### config.mk
export PLATFORM = sky130hd
export DESIGN_NAME = pcie_bar_regfile_ring
export DESIGN_NICKNAME = d
export VERILOG_FILES = /design/src/rtl/pcie_bar_regfile_ring_pkg.sv /design/src/rtl/pcie_bar_regfile_ring_ctrl.sv /design/src/rtl/pcie_bar_regfile_ring.sv
export SDC_FILE = /design/constraint.sdc
export NUM_CORES = 2
export LEC_CHECK = 0
export BUFFER_PORTS_ARGS = -buffer_cell sky130_fd_sc_hd__buf_2
export CAP_MARGIN = 40
export CORE_MARGIN = 2
export CORE_UTILIZATION = 40
export DETAILED_ROUTE_END_ITERATION = 10
export GPL_TIMING_DRIVEN = 0
export SLEW_MARGIN = 20
export SYNTH_ARGS = -nofsm -noshare
export SYNTH_HDL_FRONTEND = slang
export SYNTH_SLANG_ARGS = --single-unit
### constraint.sdc
create_clock -name trn_clk -period 3.5 [get_ports trn_clk]
set_input_delay 0 -clock trn_clk [delete_from_list [all_inputs] [get_ports trn_clk]]
set_output_delay 0 -clock trn_clk [all_outputs]
set_load 0.02 [all_outputs]
### src/rtl/pcie_bar_regfile_ring_pkg.sv
// Shared BAR1 register map, bank selects and helpers for the ADC DAQ PCIe slice.
package ADC_DAQ_pkg;

  typedef enum logic [7:0] {
    STATUS_a      = 8'h00,
    COMMAND_a     = 8'h01,
    WR_IDX_a      = 8'h02,
    TIME_CNT_a    = 8'h03,
    N_BYTES_a     = 8'h04,
    REG_OFFSET_a  = 8'h05,
    REG_DATA_a    = 8'h06,
    CHOP_MAX_a    = 8'h07,
    CHOP_CHANGE_a = 8'h08,
    RING_RD_IDX_a = 8'h09,
    RING_CTRL_a   = 8'h0A
  } bar1_off_e;

  localparam int unsigned DMA_BUFF_BASE_a = 32'h10;
  localparam int unsigned DAC_BASE_a      = 32'h40;

  localparam logic [2:0] BAR0_SEL  = 3'b000;
  localparam logic [2:0] BAR1_10_8 = 3'b001;

  localparam int unsigned OVF_CNT_W = 16;

  localparam logic [15:0] DEF_FILL     = 16'h0001;
  localparam logic [31:0] BAR0_PATTERN = 32'h5500_0000;

  function automatic logic [31:0] byte_swap(input logic [31:0] d);
    return {d[7:0], d[15:8], d[23:16], d[31:24]};
  endfunction

endpackage

### src/rtl/pcie_bar_regfile_ring_ctrl.sv
// DMA buffer ring: write index advanced by the DMA engine, read index set by the host.
module pcie_dma_ring_ctrl
  import ADC_DAQ_pkg::*;
#(
  parameter int unsigned N_DMA_BUF = 16,
  parameter int unsigned IDX_W     = $clog2(N_DMA_BUF)
) (
  input  logic                 trn_clk,
  input  logic                 pio_reset,
  input  logic                 done,
  input  logic                 enable,
  input  logic                 rd_idx_wr,
  input  logic [IDX_W-1:0]     rd_idx_wdata,
  input  logic                 clear,
  output logic [IDX_W-1:0]     wr_idx,
  output logic [IDX_W-1:0]     rd_idx,
  output logic [IDX_W-1:0]     fill,
  output logic                 full,
  output logic                 ovf_flag,
  output logic [OVF_CNT_W-1:0] ovf_cnt
);

  // Power-of-2 ring: natural wrap of the index width gives the modulo.
  assign fill = wr_idx - rd_idx;
  assign full = &fill;

  always_ff @(posedge trn_clk) begin
    if (pio_reset) begin
      wr_idx   <= '0;
      rd_idx   <= '0;
      ovf_flag <= 1'b0;
      ovf_cnt  <= '0;
    end else begin
      if (rd_idx_wr)
        rd_idx <= rd_idx_wdata;
      if (done && enable && !full)
        wr_idx <= wr_idx + 1'b1;
      if (clear) begin
        ovf_flag <= 1'b0;
        ovf_cnt  <= '0;
      end else if (done && enable && full) begin
        ovf_flag <= 1'b1;
        if (ovf_cnt != '1)
          ovf_cnt <= ovf_cnt + 1'b1;
      end
    end
  end

endmodule

### src/rtl/pcie_bar_regfile_ring.sv
// BAR1 PIO register file: DMA control with buffer ring, indirect registers, DACs, chopper.
module pcie_bar_regfile_ring
  import ADC_DAQ_pkg::*;
#(
  parameter int unsigned N_DMA_BUF  = 16,
  parameter int unsigned N_DAC      = 8,
  parameter int unsigned DAC_W      = 16,
  parameter int unsigned ADDR_W     = 11,
  parameter logic [2:0]  BAR1_SEL   = BAR1_10_8,
  parameter bit          SWAP_BYTES = 1'b1,
  parameter logic [31:0] DAC_RST    = '0
) (
  input  logic                   trn_clk,
  input  logic                   pio_reset,
  input  logic                   rd_en,
  input  logic [ADDR_W-1:0]      rd_addr,
  output logic [31:0]            rd_data,
  output logic                   rd_valid,
  input  logic                   wr_en,
  input  logic [ADDR_W-1:0]      wr_addr,
  input  logic [31:0]            wr_data,
  output logic                   wr_busy,
  output logic [31:0]            command,
  output logic [24:0]            dma_size,
  output logic [29:0]            dma_host_addr,
  output logic [4:0]             dma_curr_buf,
  input  logic                   dma_buf_done,
  output logic                   dma_ring_full,
  input  logic [31:0]            time_counter,
  input  logic [31:0]            status,
  output logic [15:0]            reg_offset,
  output logic [31:0]            reg_data,
  output logic                   reg_wrt_en,
  output logic [N_DAC*DAC_W-1:0] dac_data,
  output logic [N_DAC-1:0]       dac_upd,
  output logic [31:0]            chop_max_count,
  output logic [31:0]            chop_change_count
);

  localparam int unsigned IDX_W = $clog2(N_DMA_BUF);

  logic [31:0]          wd;
  logic [2:0]           wr_bank, rd_bank;
  logic [7:0]           wr_off, rd_off;
  logic                 wr_hit;
  logic [29:0]          desc [N_DMA_BUF];
  logic [IDX_W-1:0]     wr_idx, rd_idx, fill;
  logic                 full, ovf_flag;
  logic [OVF_CNT_W-1:0] ovf_cnt;
  logic [31:0]          rd_raw;

  assign wd      = SWAP_BYTES ? byte_swap(wr_data) : wr_data;
  assign wr_bank = wr_addr[ADDR_W-1 -: 3];
  assign rd_bank = rd_addr[ADDR_W-1 -: 3];
  assign wr_off  = wr_addr[7:0];
  assign rd_off  = rd_addr[7:0];
  assign wr_hit  = wr_en && (wr_bank == BAR1_SEL);

  pcie_dma_ring_ctrl #(.N_DMA_BUF(N_DMA_BUF), .IDX_W(IDX_W)) u_ring (
    .trn_clk      (trn_clk),
    .pio_reset    (pio_reset),
    .done         (dma_buf_done),
    .enable       (command[31]),
    .rd_idx_wr    (wr_hit && (wr_off == RING_RD_IDX_a)),
    .rd_idx_wdata (wd[IDX_W-1:0]),
    .clear        (wr_hit && (wr_off == RING_CTRL_a) && wd[0]),
    .wr_idx       (wr_idx),
    .rd_idx       (rd_idx),
    .fill         (fill),
    .full         (full),
    .ovf_flag     (ovf_flag),
    .ovf_cnt      (ovf_cnt)
  );

  assign dma_curr_buf  = 5'(wr_idx);
  assign dma_ring_full = full;
  assign dma_host_addr = desc[wr_idx];

  always_ff @(posedge trn_clk) begin
    if (pio_reset) begin
      command           <= '0;
      dma_size          <= '0;
      reg_offset        <= '0;
      reg_data          <= '0;
      chop_max_count    <= 32'd1024;
      chop_change_count <= 32'd512;
      reg_wrt_en        <= 1'b0;
      dac_upd           <= '0;
      wr_busy           <= 1'b0;
      dac_data          <= {N_DAC{DAC_RST[DAC_W-1:0]}};
      for (int unsigned i = 0; i < N_DMA_BUF; i++)
        desc[i] <= '0;
    end else begin
      wr_busy    <= wr_en;
      reg_wrt_en <= wr_hit && (wr_off == REG_DATA_a);
      dac_upd    <= '0;
      if (wr_hit) begin
        case (wr_off)
          COMMAND_a:     command           <= wd;
          N_BYTES_a:     dma_size          <= wd[31:7];
          REG_OFFSET_a:  reg_offset        <= wd[15:0];
          REG_DATA_a:    reg_data          <= wd;
          CHOP_MAX_a:    chop_max_count    <= wd;
          CHOP_CHANGE_a: chop_change_count <= wd;
          default: ;
        endcase
        for (int unsigned i = 0; i < N_DMA_BUF; i++)
          if (wr_off == 8'(DMA_BUFF_BASE_a + i))
            desc[i] <= wd[31:2];
        for (int unsigned i = 0; i < N_DAC; i++)
          if (wr_off == 8'(DAC_BASE_a + i)) begin
            dac_data[i*DAC_W +: DAC_W] <= wd[DAC_W-1:0];
            dac_upd[i]                 <= 1'b1;
          end
      end
    end
  end

  always_comb begin
    rd_raw = 32'(rd_addr);
    if (rd_bank == BAR0_SEL) begin
      rd_raw = BAR0_PATTERN;
    end else if (rd_bank == BAR1_SEL) begin
      rd_raw = {DEF_FILL, 16'h0000} | 32'(rd_addr);
      case (rd_off)
        STATUS_a:      rd_raw = status;
        COMMAND_a:     rd_raw = command;
        WR_IDX_a:      rd_raw = 32'(wr_idx);
        TIME_CNT_a:    rd_raw = time_counter;
        N_BYTES_a:     rd_raw = {dma_size, 7'b0};
        REG_OFFSET_a:  rd_raw = {16'b0, reg_offset};
        REG_DATA_a:    rd_raw = reg_data;
        CHOP_MAX_a:    rd_raw = chop_max_count;
        CHOP_CHANGE_a: rd_raw = chop_change_count;
        RING_RD_IDX_a: rd_raw = 32'(rd_idx);
        RING_CTRL_a:   rd_raw = {ovf_cnt, 9'b0, 5'(fill), ovf_flag, full};
        default: ;
      endcase
      for (int unsigned i = 0; i < N_DMA_BUF; i++)
        if (rd_off == 8'(DMA_BUFF_BASE_a + i))
          rd_raw = {desc[i], 2'b00};
      for (int unsigned i = 0; i < N_DAC; i++)
        if (rd_off == 8'(DAC_BASE_a + i))
          rd_raw = 32'(dac_data[i*DAC_W +: DAC_W]);
    end
  end

  always_ff @(posedge trn_clk) begin
    if (pio_reset) begin
      rd_valid <= 1'b0;
      rd_data  <= '0;
    end else begin
      rd_valid <= rd_en;
      if (rd_en)
        rd_data <= SWAP_BYTES ? byte_swap(rd_raw) : rd_raw;
    end
  end

endmodule

### Word-level counts from Yosys, hierarchy flattened

Memories as Yosys holds them, arrays and structs flattened. A register that Yosys moved wholly into a read port is not among the register bits.
Index checks and enable logic that the tools add are counted.

| word-level totals | value |
|---|---|
| logic and storage cells | 261 |
| RAM bits | 480 |
| memories | 1 |
| latch bits | 0 |
| input bits | 123 |
| bits in registers | 365 |
| bits in read-only memories | 0 |

Memories:

| memory | depth | width | rd ports | clocked after Yosys merged registers in | wr ports | line | source |
|---|---|---|---|---|---|---|---|
| desc | 16 | 30 | 17 | 1 | 16 | pcie_bar_regfile_ring.sv:46 | `logic [29:0] desc [N_DMA_BUF];` |

| cells by class | value |
|---|---|
| divide/modulo/power cells | 0 |
| multipliers | 0 |
| shift-type cells | 0 |
| order comparisons | 0 |
| muxes and demuxes | 119 |
| add/subtract/negate cells | 3 |
| reductions and logical operators | 29 |
| bitwise gates (word level) | 17 |
| equality and inequality tests | 69 |

Operators with widths:

| cell | count |
|---|---|
| $mux W32 | 26 |
| $mux W30 | 16 |
| $pmux W32 S11 | 1 |
| $eq A8 B5 Y1 const B | 32 |
| $eq A8 B7 Y1 const B | 16 |
| $mux W1 | 74 |
| $eq A8 B3 Y1 const B | 8 |
| $eq A8 B4 Y1 const B | 6 |
| $reduce_and A2 Y1 | 15 |
| $add A16 B1 Y16 const B | 1 |
| $eq A8 B1 Y1 const B | 2 |
| $eq A8 B2 Y1 const B | 2 |
| $ne A16 B16 Y1 const B | 1 |
| $or A1 B1 Y1 | 16 |
| $logic_and A1 B1 Y1 | 8 |
| $logic_not A8 Y1 | 1 |
| $mux W4 | 2 |
| $eq A3 B1 Y1 const B | 2 |
| $add A4 B1 Y4 const B | 1 |
| $reduce_and A4 Y1 | 1 |
| $reduce_or A2 Y1 | 2 |
| $sub A4 B4 Y4 | 1 |
| $logic_not A3 Y1 | 1 |
| $logic_not A1 Y1 | 1 |
| $not A1 Y1 | 1 |

### Logic depth before layout (Yosys ltp)

| depth | value |
|---|---|
| depth after elaboration | 29 |
| mapped depth | 13 |
| gate-level depth less buffers | 12 |

### Modules after synthesis

From an unflattened synthesis, not the netlist that was laid out.

| second synthesis, totals | value |
|---|---|
| cells, all modules | 4066 |
| area, all modules | 41544.8 µm² |

Modules (own cells, without submodules):

| module | times used | cells an instance | sequential area each (µm²) | area each (µm²) |
|---|---|---|---|---|
| pcie_bar_regfile_ring | 1 | 3908 | 21220.4 | 40146.0 |
| pcie_dma_ring_ctrl | 1 | 158 | 500.5 | 1398.8 |

### Worst setup path before layout

No wires, ideal clock.

| timing | value |
|---|---|
| path type | register -> register |
| from | register u_ring.wr_idx[0] |
| to | register (tool-made name) |
| data required time | 3.368 ns |
| setup time | 0.132 ns |
| arrival | 2.676 ns |
| path slack | 0.691 ns |
| cell stages (with the launch flop) | 12 |
| period minus slack after synthesis | 2.809 ns |
| path through | dfxtp_1 inv_1 ha_1 inv_1 fa_1 xnor2_1 or3b_1 nor3_1 nor2_1 nand4_1 xor2_1 nor2_1 |

RTL lines:

| what | line | source |
|---|---|---|
| start: declaration | pcie_bar_regfile_ring_ctrl.sv:15 | `output logic [IDX_W-1:0] wr_idx,` |
| start signal: assignment | pcie_bar_regfile_ring_ctrl.sv:37 | `wr_idx <= wr_idx + 1'b1;` |

### Worst setup path in the final report

| timing | value |
|---|---|
| from | input rd_addr[1] |
| to | register rd_data[6] |

| on the way | value |
|---|---|
| word-level cells in the longest chain between the ends | 28 |
| elaborated cells on any way between the ends | 62 |

Ends and longest elaborated chain:

| what | line | source |
|---|---|---|
| start: declaration | pcie_bar_regfile_ring.sv:16 | `input logic [ADDR_W-1:0] rd_addr,` |
| $eq A8 B4 Y1 (tied with other cells) | pcie_bar_regfile_ring.sv:125 | `case (rd_off)` |
| $pmux W32 S11 | pcie_bar_regfile_ring.sv:125 |  |
| $mux W32 (16 in series) | pcie_bar_regfile_ring.sv:140 | `if (rd_off == 8'(DMA_BUFF_BASE_a + i))` |
| $mux W32 (7 in series) | pcie_bar_regfile_ring.sv:143 | `if (rd_off == 8'(DAC_BASE_a + i))` |
| $mux W32 (*) | pcie_bar_regfile_ring.sv:143 |  |
| $mux W32 (*) | pcie_bar_regfile_ring.sv:123 | `end else if (rd_bank == BAR1_SEL) begin` |
| $mux W32 (*) | pcie_bar_regfile_ring.sv:121 | `if (rd_bank == BAR0_SEL) begin` |
| end signal: assignment | pcie_bar_regfile_ring.sv:155 | `rd_data <= SWAP_BYTES ? byte_swap(rd_raw) : rd_raw;` |
| end: declaration | pcie_bar_regfile_ring.sv:17 | `output logic [31:0] rd_data,` |

Mark *: on every way between the ends. The rest lies on a longest branch, timed or not.
A chain may end at the register's enable or synchronous reset.

==> flow_summary.ini <==
[run_status]
status = finished, violations left
violated_checks = negative setup slack

[global_route]
grt_pass1_wl_microns = 318000
antenna_violations_before_repair = 26
grt.total_usage = 0.436
grt_max_degree = 31
overflow = 0
first_global_vias = 38369

[drt]
routed_wirelength_microns = 239000
wire_per_inst_microns = 38.3
vias = 41975
avgViaCountPerCell = 6.72
drt_drc_violations_left = 0
routed-wl-met3_microns = 36700
initialDrtViolationCount = 7725
m1WireLength_microns = 81200
postRouteAntennaNets = 0
detailedRoute.firstPassIterationCount = 8
top_signal_layer_used = met5
met2_length_microns = 98000

[die]
initial_utilization = 0.404
die_w_microns = 325
core_area_sq_mm = 0.102
fp.dieH_microns = 325
die_area_sq_mm = 0.105
ioPinCount = 499
placementRows = 117

[placement]
gp_routability_congestion = 1.06
dpl_worst_slack_ns = -0.731
dp_hpwl_microns = 180000
port_buffers = 490

[critical_path]
cp_data_required_time_ns = 4.12
worst_ep_arrival_time_ns = 4.25
crit_type = in2reg
worstPathMaxFanout = 10
start_kind = input pin
endpoint_kind = register

[clocking]
cts_htree_levels = 3
insertion_delay_ns = 0.70
clk_root_buffer_cell = sky130_fd_sc_hd__clkbuf_16
number_of_sinks_on_the_clock_net = 849
clock_path_buffers = 3
clk_transition_reported_paths_ns = 0.06
tritoncts.num_buffers = 92
tritoncts_clock_tree = yes

[yosys]
ys_warn_count = 0
syn_area_sq_mm = 0.0412
synth.lib_cells_used.distinct = 94
proportion_of_synthesized_area_in_mux_cells = 0.112
syn_nets = 4187
synthFlopType = sky130_fd_sc_hd__edfxtp_1
synth_area_leaders = sky130_fd_sc_hd__edfxtp_1 (35%), sky130_fd_sc_hd__dfxtp_1 (18%), sky130_fd_sc_hd__mux4_2 (8.6%)
synth-edff-count = 480
yosys.area_share.xor_xnor = 0.00426
syn-instance-count = 4058
compound_gate_fraction_of_synth_area = 0.153
yosys_register_bits = 849
average_cell_area_after_synthesis_sq_um = 10.1
synth_top_cell_by_area = sky130_fd_sc_hd__edfxtp_1
synth.top_cell.area_share = 0.350
synth_async_sr_flop_share = 0
post_synth_and_or_nand_nor_area_fraction = 0.159
main_combinational_cell_family_by_area_after_synthesis = simple AND/OR/NAND/NOR gates
seq_total_area_yosys = 0.530
post_synth_fa_ha_maj_area_fraction = 0.00201

[final_layout]
fraction_of_layout_cells_with_a_size_suffix_above_1 = 0.224
final_cell_mix = sky130_fd_sc_hd__nand2_1 (771), sky130_fd_sc_hd__buf_2 (555), sky130_fd_sc_hd__nor2_1 (486)
final_nets = 4919
layout.cells.most_common = sky130_fd_sc_hd__nand2_1
area_growth_pct = 22.3

[sta]
final-setup-viol-count = 3
finClkSkew_ns = 0.0275
setup-tns-final_ns = -0.317
finalHoldViolCount = 0
slew_headroom = 0.293
fin_crit_ns = 3.64
min_period_over_period = 1.04
smallest_setup_slack_after_layout_ns = -0.137
fmax_ghz = 0.275
slew_viol_final = 0
tightestPinTransition_ns = 1.06
grt_setup_unrepaired = no

[power_and_ir_drop]
pwr_density_cell_mw_per_mm2 = 470
p_leak_nw = 18.2
fin_total_pwr_mw = 23.7
irDropWorstVdd_mv = 0.451

[run]
max_cap_violations = 0

[min_path]
hp-class = in2reg
-- cell families (layout without fill, tap and decap cells) --
logic type | Yosys count | after routing
and+or+nand+nor | 1525 | 1525
AOI/OAI and AO/OA | 1010 | 1010
DFF | 849 | 849
buffers and inverters | 385 | 1194
muxes | 262 | 262
xor gates and xnor gates | 20 | 20
adders and majority gates | 6 | 6
other | 1 | 13
-- sequential cells by signal, indices dropped and copies added (netlist names), named ones only --
signal	cells
u_ring.rd_idx	4
chop_change_count	32
desc	480
u_ring.ovf_flag	1
command	32
reg_offset	16
dac_data	128
dma_size	25
reg_wrt_en	1
wr_busy	1
u_ring.wr_idx	4
dac_upd	8
chop_max_count	32
rd_valid	1
rd_data	32
reg_data	32
u_ring.ovf_cnt	16
-- per-stage QoR --
| step | util | hold WS (ns) | area, sq um | instances |
|---|---|---|---|---|
| 2_1_floorplan | - | 0.0896 | 41200 | 4058 |
| 3_3_place_gp | 0.445 | 0.239 | 45300 | 5916 |
| 3_5_place_dp | 0.456 | 0.254 | 46500 | 6003 |
| 4_1_cts | 0.492 | 0.00719 | 50200 | 6223 |
| 5_1_grt | 0.494 | 0.0483 | 50300 | 6237 |
| 6_report | 0.494 | 0.0263 | 50300 | 6247 |
-- cells in the mapped netlist, drive strengths merged (10+ instances only) --
master / number
nand2b: 50
inv: 43
nor2: 501
a22oi: 56
mux4: 158
buf: 102
mux2: 14
o32ai: 16
nand2: 773
a221oi: 42
a221o: 18
o211ai: 19
edfxtp: 480
nand4: 17
o2111ai: 10
o22ai: 62
a211oi: 23
xor2: 15
nor2b: 16
a222oi: 13
o21ai: 154
mux2i: 90
nor3: 51
clkbuf: 239
o221ai: 31
a21o: 18
a21oi: 453
dfxtp: 369
nand3: 37
a31oi: 18
and3: 10
and2: 13
-- worst max-delay path: stages --
cell and delay (ns):
sky130_fd_sc_hd__buf_2 0.15, sky130_fd_sc_hd__buf_4 0.20, sky130_fd_sc_hd__buf_6 0.19, sky130_fd_sc_hd__buf_2 0.38
sky130_fd_sc_hd__buf_2 0.55, sky130_fd_sc_hd__buf_2 0.70, sky130_fd_sc_hd__buf_2 0.66, sky130_fd_sc_hd__a311oi_1 0.22
sky130_fd_sc_hd__o22ai_1 0.77, sky130_fd_sc_hd__a21oi_1 0.20, sky130_fd_sc_hd__o22ai_1 0.17
-- final timing paths --
path,from,endpoint,slack [ns],cells after the start
max reg2reg,u_ring.wr_idx[0],rd_data[27],0.29,10
max,rd_addr[1],rd_data[6],-0.14,11
min reg2reg,rd_data[1],rd_data[1],0.45,2
min,rd_addr[8],rd_data[16],0.03,4
-- what timing repair did --
action                                 4_1_cts  5_1_grt
setup buffers                                1        4
pin swaps                                    1        2
endpoints found under the hold margin      211        0
gates resized for setup                      8        6
hold buffers                                49        0
setup endpoints to repair                   35       25
-- layer usage --
metal,track usage,vias to the layer above
met5,0.00453,-
met3,0.157,1059
met2,0.620,4044
met4,0.343,28
li1,-,16357
met1,0.535,20487
-- cell type report --
cell class                      count  area (sq um)
Sequential cell                   849         21800
Tap cell                         1368          1710
Inverter                           44           165
Buffer                            339          1510
Multi-Input combinational cell   2824         17800
Timing Repair Buffer              640          4120
Antenna cell                       12          30.0
Clock inverter                     55           588
Clock buffer                      116          2560
Fill cell                        9707         51600
-- where the power goes --
group	leakage, nW	internal (mW)	switching, mW
Clock	1.55	6.00	4.42
Combinational	9.11	0.580	1.54
Sequential	7.56	10.9	0.221
Total	18.2	17.5	6.17
Power figures use the tool's default switching activity.
